**config.mk**
```make
export PLATFORM = sky130hd
export DESIGN_NAME = mem_access
export DESIGN_NICKNAME = d
export VERILOG_FILES = /design/src/rtl/mem_access_pkg.sv /design/src/rtl/mem_access_align.sv /design/src/rtl/mem_access.sv
export SDC_FILE = /design/constraint.sdc
export NUM_CORES = 1
export LEC_CHECK = 0
export CAP_MARGIN = 40
export CORE_UTILIZATION = 38
export CTS_BUF_LIST = sky130_fd_sc_hd__clkbuf_16
export DETAILED_ROUTE_END_ITERATION = 10
export PLACE_DENSITY = 0.8
export SLEW_MARGIN = 20
export SYNTH_ARGS = -nofsm -noshare
export SYNTH_HDL_FRONTEND = slang
export SYNTH_SLANG_ARGS = --single-unit
export TNS_END_PERCENT = 30
```
**constraint.sdc**
```tcl
create_clock -name clk -period 4.1 [get_ports clk]
set_clock_uncertainty 0.05 [all_clocks]
set_input_delay 0.82 -clock clk [delete_from_list [all_inputs] [get_ports clk]]
set_output_delay 0.82 -clock clk [all_outputs]
set_load 0.02 [all_outputs]
```
**src/rtl/mem_access_pkg.sv**
```systemverilog
// Shared pipeline definitions: bus widths, ALU op codes (including load/store)
// and byte-lane select constants used by the memory access stage.
package mem_access_pkg;

    localparam int RegBus     = 32;
    localparam int RegAddrBus = 5;

    localparam logic [7:0] EXE_NOP_OP = 8'b0000_0000;
    localparam logic [7:0] EXE_AND_OP = 8'b0010_0100;
    localparam logic [7:0] EXE_OR_OP  = 8'b0010_0101;
    localparam logic [7:0] EXE_XOR_OP = 8'b0010_0110;
    localparam logic [7:0] EXE_ADD_OP = 8'b0010_0000;

    localparam logic [7:0] EXE_LB_OP  = 8'b1110_0000;
    localparam logic [7:0] EXE_LBU_OP = 8'b1110_0100;
    localparam logic [7:0] EXE_LH_OP  = 8'b1110_0001;
    localparam logic [7:0] EXE_LHU_OP = 8'b1110_0101;
    localparam logic [7:0] EXE_LW_OP  = 8'b1110_0011;
    localparam logic [7:0] EXE_SB_OP  = 8'b1110_1000;
    localparam logic [7:0] EXE_SH_OP  = 8'b1110_1001;
    localparam logic [7:0] EXE_SW_OP  = 8'b1110_1011;

    localparam logic [3:0] SEL_BYTE = 4'b0001;
    localparam logic [3:0] SEL_HALF = 4'b0011;
    localparam logic [3:0] SEL_WORD = 4'b1111;

    typedef enum logic [1:0] {
        SZ_BYTE,
        SZ_HALF,
        SZ_WORD
    } mem_size_e;

endpackage

```
**src/rtl/mem_access_align.sv**
```systemverilog
// Combinational lane logic: decodes load/store ops, aligns the address, builds
// byte selects, replicates store data and extends load data.
// Optional misalignment fault reporting is enabled with MEM_ALIGN_CHECK_EN.
module mem_align
    import mem_access_pkg::*;
(
    input  logic [7:0]        aluop_i,
    input  logic [RegBus-1:0] addr_i,
    input  logic [RegBus-1:0] store_data_i,
    input  logic [RegBus-1:0] load_data_i,
    output logic              is_mem_o,
    output logic              is_load_o,
    output logic              align_fault_o,
    output logic [RegBus-1:0] addr_o,
    output logic [3:0]        sel_o,
    output logic [RegBus-1:0] store_lanes_o,
    output logic [RegBus-1:0] load_result_o
);

    mem_size_e         size;
    logic              signed_ld;
    logic [RegBus-1:0] shifted;

    always_comb begin
        is_mem_o  = 1'b1;
        is_load_o = 1'b0;
        signed_ld = 1'b0;
        size      = SZ_WORD;
        case (aluop_i)
            EXE_LB_OP:  begin is_load_o = 1'b1; signed_ld = 1'b1; size = SZ_BYTE; end
            EXE_LBU_OP: begin is_load_o = 1'b1; size = SZ_BYTE; end
            EXE_LH_OP:  begin is_load_o = 1'b1; signed_ld = 1'b1; size = SZ_HALF; end
            EXE_LHU_OP: begin is_load_o = 1'b1; size = SZ_HALF; end
            EXE_LW_OP:  is_load_o = 1'b1;
            EXE_SB_OP:  size = SZ_BYTE;
            EXE_SH_OP:  size = SZ_HALF;
            EXE_SW_OP:  size = SZ_WORD;
            default:    is_mem_o = 1'b0;
        endcase
    end

    // Lanes are picked from the aligned address, so a forced-aligned access
    // behaves exactly like the naturally aligned one.
    always_comb begin
        addr_o        = addr_i;
        sel_o         = SEL_WORD;
        store_lanes_o = store_data_i;
        case (size)
            SZ_BYTE: begin
                sel_o         = SEL_BYTE << addr_i[1:0];
                store_lanes_o = {4{store_data_i[7:0]}};
            end
            SZ_HALF: begin
                addr_o[0]     = 1'b0;
                sel_o         = SEL_HALF << {addr_i[1], 1'b0};
                store_lanes_o = {2{store_data_i[15:0]}};
            end
            default: begin
                addr_o[1:0]   = 2'b00;
            end
        endcase
    end

    always_comb begin
        shifted = load_data_i >> {addr_o[1:0], 3'b000};
        case (size)
            SZ_BYTE: load_result_o = {{24{signed_ld & shifted[7]}}, shifted[7:0]};
            SZ_HALF: load_result_o = {{16{signed_ld & shifted[15]}}, shifted[15:0]};
            default: load_result_o = shifted;
        endcase
    end

`ifdef MEM_ALIGN_CHECK_EN
    assign align_fault_o = is_mem_o &
                           ((size == SZ_HALF) ? addr_i[0] :
                            (size == SZ_WORD) ? |addr_i[1:0] : 1'b0);
`else
    assign align_fault_o = 1'b0;
`endif

endmodule

```
**src/rtl/mem_access.sv**
```systemverilog
// Memory access pipeline stage: issues one data-bus transaction per load/store,
// stalls upstream until ack or timeout, and registers the write-back result.
module mem_access
    import mem_access_pkg::*;
#(
    parameter int TIMEOUT_CYCLES = 255
) (
    input  logic                  clk,
    input  logic                  rst,
    input  logic                  valid_i,
    input  logic [7:0]            aluop_i,
    input  logic [RegAddrBus-1:0] wd_i,
    input  logic                  wreg_i,
    input  logic [RegBus-1:0]     wdata_i,
    input  logic [RegBus-1:0]     store_data_i,
    output logic                  mem_req_o,
    output logic                  mem_we_o,
    output logic [RegBus-1:0]     mem_addr_o,
    output logic [3:0]            mem_sel_o,
    output logic [RegBus-1:0]     mem_data_o,
    input  logic                  mem_ack_i,
    input  logic [RegBus-1:0]     mem_data_i,
    output logic                  stallreq_o,
    output logic                  valid_o,
    output logic [RegAddrBus-1:0] wd_o,
    output logic                  wreg_o,
    output logic [RegBus-1:0]     wdata_o,
    output logic                  bus_err_o
);

    localparam int CntW = $clog2(TIMEOUT_CYCLES + 1);
    localparam logic [CntW-1:0] CntMax = CntW'(TIMEOUT_CYCLES);

    typedef enum logic {IDLE, BUS} state_e;

    state_e                state_q, state_d;
    logic [CntW-1:0]       cnt_q, cnt_d;
    logic                  valid_q, valid_d;
    logic [RegAddrBus-1:0] wd_q, wd_d;
    logic                  wreg_q, wreg_d;
    logic [RegBus-1:0]     wdata_q, wdata_d;
    logic                  err_q, err_d;
    logic                  req, stall;

    logic                  is_mem, is_load, align_fault;
    logic [RegBus-1:0]     aligned_addr, store_lanes, load_result;
    logic [3:0]            sel;

    mem_align u_align (
        .aluop_i       (aluop_i),
        .addr_i        (wdata_i),
        .store_data_i  (store_data_i),
        .load_data_i   (mem_data_i),
        .is_mem_o      (is_mem),
        .is_load_o     (is_load),
        .align_fault_o (align_fault),
        .addr_o        (aligned_addr),
        .sel_o         (sel),
        .store_lanes_o (store_lanes),
        .load_result_o (load_result)
    );

    always_comb begin
        state_d = state_q;
        cnt_d   = cnt_q;
        valid_d = 1'b0;
        wd_d    = '0;
        wreg_d  = 1'b0;
        wdata_d = '0;
        err_d   = 1'b0;
        req     = 1'b0;
        stall   = 1'b0;
        case (state_q)
            IDLE: begin
                if (valid_i) begin
                    valid_d = 1'b1;
                    wd_d    = wd_i;
                    wdata_d = wdata_i;
                    if (!is_mem) begin
                        wreg_d = wreg_i;
                    end else if (align_fault) begin
                        err_d = 1'b1;
                    end else begin
                        req = 1'b1;
                        if (mem_ack_i) begin
                            wreg_d  = is_load & wreg_i;
                            wdata_d = is_load ? load_result : wdata_i;
                        end else begin
                            // No result yet: suppress the write-back until ack.
                            valid_d = 1'b0;
                            stall   = 1'b1;
                            state_d = BUS;
                            cnt_d   = CntW'(1);
                        end
                    end
                end
            end
            BUS: begin
                if (cnt_q == CntMax) begin
                    state_d = IDLE;
                    cnt_d   = '0;
                    valid_d = 1'b1;
                    wd_d    = wd_i;
                    wdata_d = wdata_i;
                    err_d   = 1'b1;
                end else begin
                    req = 1'b1;
                    if (mem_ack_i) begin
                        state_d = IDLE;
                        cnt_d   = '0;
                        valid_d = 1'b1;
                        wd_d    = wd_i;
                        wreg_d  = is_load & wreg_i;
                        wdata_d = is_load ? load_result : wdata_i;
                    end else begin
                        stall = 1'b1;
                        cnt_d = cnt_q + 1'b1;
                    end
                end
            end
            default: state_d = IDLE;
        endcase
    end

    always_ff @(posedge clk or posedge rst) begin
        if (rst) begin
            state_q <= IDLE;
            cnt_q   <= '0;
            valid_q <= 1'b0;
            wd_q    <= '0;
            wreg_q  <= 1'b0;
            wdata_q <= '0;
            err_q   <= 1'b0;
        end else begin
            state_q <= state_d;
            cnt_q   <= cnt_d;
            valid_q <= valid_d;
            wd_q    <= wd_d;
            wreg_q  <= wreg_d;
            wdata_q <= wdata_d;
            err_q   <= err_d;
        end
    end

    // Bus outputs depend on live inputs, so reset must gate them directly.
    assign mem_req_o  = req & ~rst;
    assign stallreq_o = stall & ~rst;
    assign mem_we_o   = mem_req_o & ~is_load;
    assign mem_addr_o = mem_req_o ? aligned_addr : '0;
    assign mem_sel_o  = mem_req_o ? sel : 4'b0000;
    assign mem_data_o = mem_we_o ? store_lanes : '0;

    assign valid_o   = valid_q;
    assign wd_o      = wd_q;
    assign wreg_o    = wreg_q;
    assign wdata_o   = wdata_q;
    assign bus_err_o = err_q;

endmodule

```
==> flow_summary.ini <==
[drt]
route.met2.wl_um = 6690
final_antenna_net_count = 0
routed-wl-met3_um = 996
detail_route.wirelength.met1_um = 5190
drtIter0Drc = 230
route.final.wire_length_um = 13100
maxUsedRoutingLayer = met4
drtPass1Iterations = 4
routedWlPerCell_um = 17.0
via_per_inst = 5.42
via_count = 4197
remaining_drc_errors = 0

[cts]
cts_tree = done
clkTransAtPathRegs_ns = 0.07
cts_num_sinks = 49
cts_max_path_buffers = 2
cts_root_buffer = sky130_fd_sc_hd__clkbuf_16
insertion_delay_ns = 0.28
cts_made_buffers = 5
h-tree-depth = 2

[timing]
maxSlewHeadroom_pct = 50.8
fin_crit_ns = 3.96
slew_violations = 0
clock.fmax_ghz = 0.252
finalHoldViolCount = 0
worstMarginPinSlew_ns = 0.738
final.setup.tns_ns = 0
timing.final.crit_share_pct = 96.7
number_of_setup_violations_in_the_final_report = 0
rsz0062_at_grt = no

[yosys]
synth.net_count = 559
synthesis.instances = 444
synth-edff-count = 0
syn_std_cell_area_mm2 = 0.00359
synth_flop_cell = sky130_fd_sc_hd__dfrtp_1
ys_ff_latch = 49
number_of_warnings_printed_during_yosys_synthesis = 0
avgSynthCellArea_um2 = 8.08
ys_seq_area_share_pct = 34.2
synth.lib_cells_used.distinct = 58
synth_async_sr_flop_share_pct = 100

[global_route]
grt_pass1_wl_um = 21000
first_global_vias = 4104
grt_start_max_net_pins = 50
number_of_antenna_violations_at_the_first_check_in_global_routing = 0
grt.overflow.total = 0
gr-usage-all-layers_pct = 26.7

[setup_path]
total_number_of_cells_along_the_worst_setup_path = 9
setup.worst_path.start_class = primary input
worstReg2RegEnd = wdata_o[20]
critical_path_class = in2out
worst_path_largest_cell_delay_ns = 0.63
worstPathRequired_ns = 3.23
critPathLaunch = aluop_i[5]
path_delay_family = buffers and inverters
critical_path.most_common_cell = sky130_fd_sc_hd__clkdlybuf4s50_1
cp.buffers_inverters = 3
crit_path_top_delay_cell = sky130_fd_sc_hd__clkdlybuf4s50_1
crit_path_cell_trace = clkdlybuf4s50_1, and4b_2, o211ai_4, nand2_2, nand2_4, inv_2, o21ai_2, a211oi_2, clkdlybuf4s50_1
reg2reg_depth = 6
endpoint = mem_data_o[29]
timing.rr.start = cnt_q[0]
arrival_ns = 3.09
crit_path_max_fanout = 12
reg2reg_slack_ns = 1.61
end_kind = primary output

[min_path]
min_delay_path_depth = 1
timing.hold.worst.class = reg2reg

[power]
p_total_uw = 1320
worst_ir_drop_vdd_mv = 0.158
power.static_leakage_uw = 0.00264
pwr_density_cell_mw_per_mm2 = 217

[die]
die-area_mm2 = 0.00983
die_width_um = 99.2
initial_core_util_pct = 39.0
die_y_um = 99.2
design.core.area_mm2 = 0.00920
design.portCount = 225
rows = 35

[finish]
final_net_count = 777
areaGrowthSynthToFinish_pct = 69.7
count_of_filler_cells_inserted_in_the_layout = 779
antenna_cells_inserted = 0
instances_no_fill = 774
final_area_mm2 = 0.00609
ratio_of_cells_with_drive_above_1_in_the_final_layout_pct = 9.35

[placed_design]
dpl_cell_area_mm2 = 0.00591
detailed_place_hpwl_um = 10100
portBuffers = 224
routabilityCongestion = 0.815
placedCellCount = 764

[outcome]
run_status = complete, no violations

[job]
cap_viol_max_count = 0
sequential cells by signal, indices dropped and copies added, names as in the netlist:
register / flops
wdata_o: 32
cnt_q: 8
wd_o: 5
bus_err_o: 1
state_q: 1
wreg_o: 1
valid_o: 1
area by class of cell:
type | count | area [um^2] | share of cell area [%]
Inverter | 8 | 32.5 | 0.534
Clock buffer | 5 | 125 | 2.06
Timing Repair Buffer | 241 | 2390 | 39.3
Tap cell | 111 | 139 | 2.28
Sequential cell | 49 | 1230 | 20.1
Multi-Input combinational cell | 357 | 2150 | 35.4
Clock inverter | 3 | 17.5 | 0.288
report_power, final:
part | total [uW] | switching, uW | internal, uW
logic | 377 | 175 | 202
registers | 539 | 22.9 | 516
clock network | 405 | 181 | 224
synthesized netlist by cell type, types with 4 or more instances:
cell | instances | area share [%]
sky130_fd_sc_hd__nand2_1 | 78 | 8.2
sky130_fd_sc_hd__o21ai_0 | 21 | 2.9
sky130_fd_sc_hd__a21oi_1 | 25 | 3.5
sky130_fd_sc_hd__a22o_1 | 13 | 3.2
sky130_fd_sc_hd__nand3_1 | 38 | 5.3
sky130_fd_sc_hd__nor2b_1 | 4 | 0.70
sky130_fd_sc_hd__nand4_1 | 9 | 1.6
sky130_fd_sc_hd__a31oi_1 | 4 | 0.70
sky130_fd_sc_hd__and2_1 | 46 | 8.0
sky130_fd_sc_hd__nor3_1 | 4 | 0.56
sky130_fd_sc_hd__a211oi_2 | 4 | 1.4
sky130_fd_sc_hd__buf_2 | 13 | 1.8
sky130_fd_sc_hd__a211oi_1 | 4 | 0.84
sky130_fd_sc_hd__dfrtp_1 | 49 | 34
sky130_fd_sc_hd__o21ai_2 | 11 | 2.7
sky130_fd_sc_hd__inv_1 | 6 | 0.63
sky130_fd_sc_hd__clkbuf_1 | 9 | 0.94
sky130_fd_sc_hd__nor2_1 | 39 | 4.1
sky130_fd_sc_hd__a32o_1 | 7 | 2.0
sky130_fd_sc_hd__buf_6 | 6 | 1.9
sky130_fd_sc_hd__mux2i_1 | 10 | 2.8
worst reg2reg max path, cell delays in order, from the launching register on:
cell	delay (ns)
sky130_fd_sc_hd__dfrtp_1	0.46
sky130_fd_sc_hd__ha_1	0.27
sky130_fd_sc_hd__nand4_2	0.17
sky130_fd_sc_hd__o21ai_4	0.34
sky130_fd_sc_hd__a21oi_4	0.22
sky130_fd_sc_hd__a22oi_4	0.61
sky130_fd_sc_hd__o21ai_0	0.22
stage by stage:
step / hold WS, ns / setup slack [ns] / util [%]
detailed placement: 0.461 / -0.0593 / 64.3
floorplan: 0.422 / 0.385 / -
finish: 0.476 / 0.135 / 66.2
CTS: 0.472 / 0.0465 / 65.9
global route: 0.516 / 0.0442 / 66.2
global placement: 0.445 / -0.0135 / 64.1
per-layer routing:
layer	vias to the layer above	GRT usage, %
met5	-	0
met3	20	4.50
met4	0	7.13
met2	218	49.4
li1	1996	-
met1	1963	32.0
kinds of logic after synthesis:
logic type	Yosys count	share of synthesized area (%)
compound gates	107	23.4
simple gates	236	32.8
fa+ha+maj	1	0.349
flops	49	34.2
buf+inv	39	6.07
mux	10	2.79
xor+xnor	2	0.488
worst min-delay path by stage:
stage                     startpoint       end  slack [ns]
after global routing        cnt_q[6]  cnt_q[6]        0.52
after CTS                   cnt_q[6]  cnt_q[6]        0.47
final                       cnt_q[6]  cnt_q[6]        0.48
after global placement      cnt_q[6]  cnt_q[6]        0.44
after floorplan             cnt_q[6]  cnt_q[6]        0.42
after detailed placement    cnt_q[6]  cnt_q[6]        0.46
cell usage in the layout (no fill, tap or decap), types with 13 or more instances in the layout:
| master | n |
|---|---|
| sky130_fd_sc_hd__nand3_1 | 38 |
| sky130_fd_sc_hd__a22o_1 | 13 |
| sky130_fd_sc_hd__o21ai_0 | 20 |
| sky130_fd_sc_hd__buf_4 | 16 |
| sky130_fd_sc_hd__a21oi_1 | 25 |
| sky130_fd_sc_hd__nand2_1 | 78 |
| sky130_fd_sc_hd__nor2_1 | 39 |
| sky130_fd_sc_hd__dfrtp_1 | 49 |
| sky130_fd_sc_hd__clkdlybuf4s50_1 | 217 |
| sky130_fd_sc_hd__and2_1 | 46 |
repair_timing:
| item | in CTS | in global routing |
|---|---|---|
| gates resized for setup | 1 | 7 |
| pin swaps | 1 | 2 |
| gates cloned | 1 | 0 |
| setup buffers | 0 | 1 |
| hold buffers | 0 | 0 |
| endpoints found under the setup margin | 8 | 22 |
Note: power is estimated with default switching activity, not from simulation.
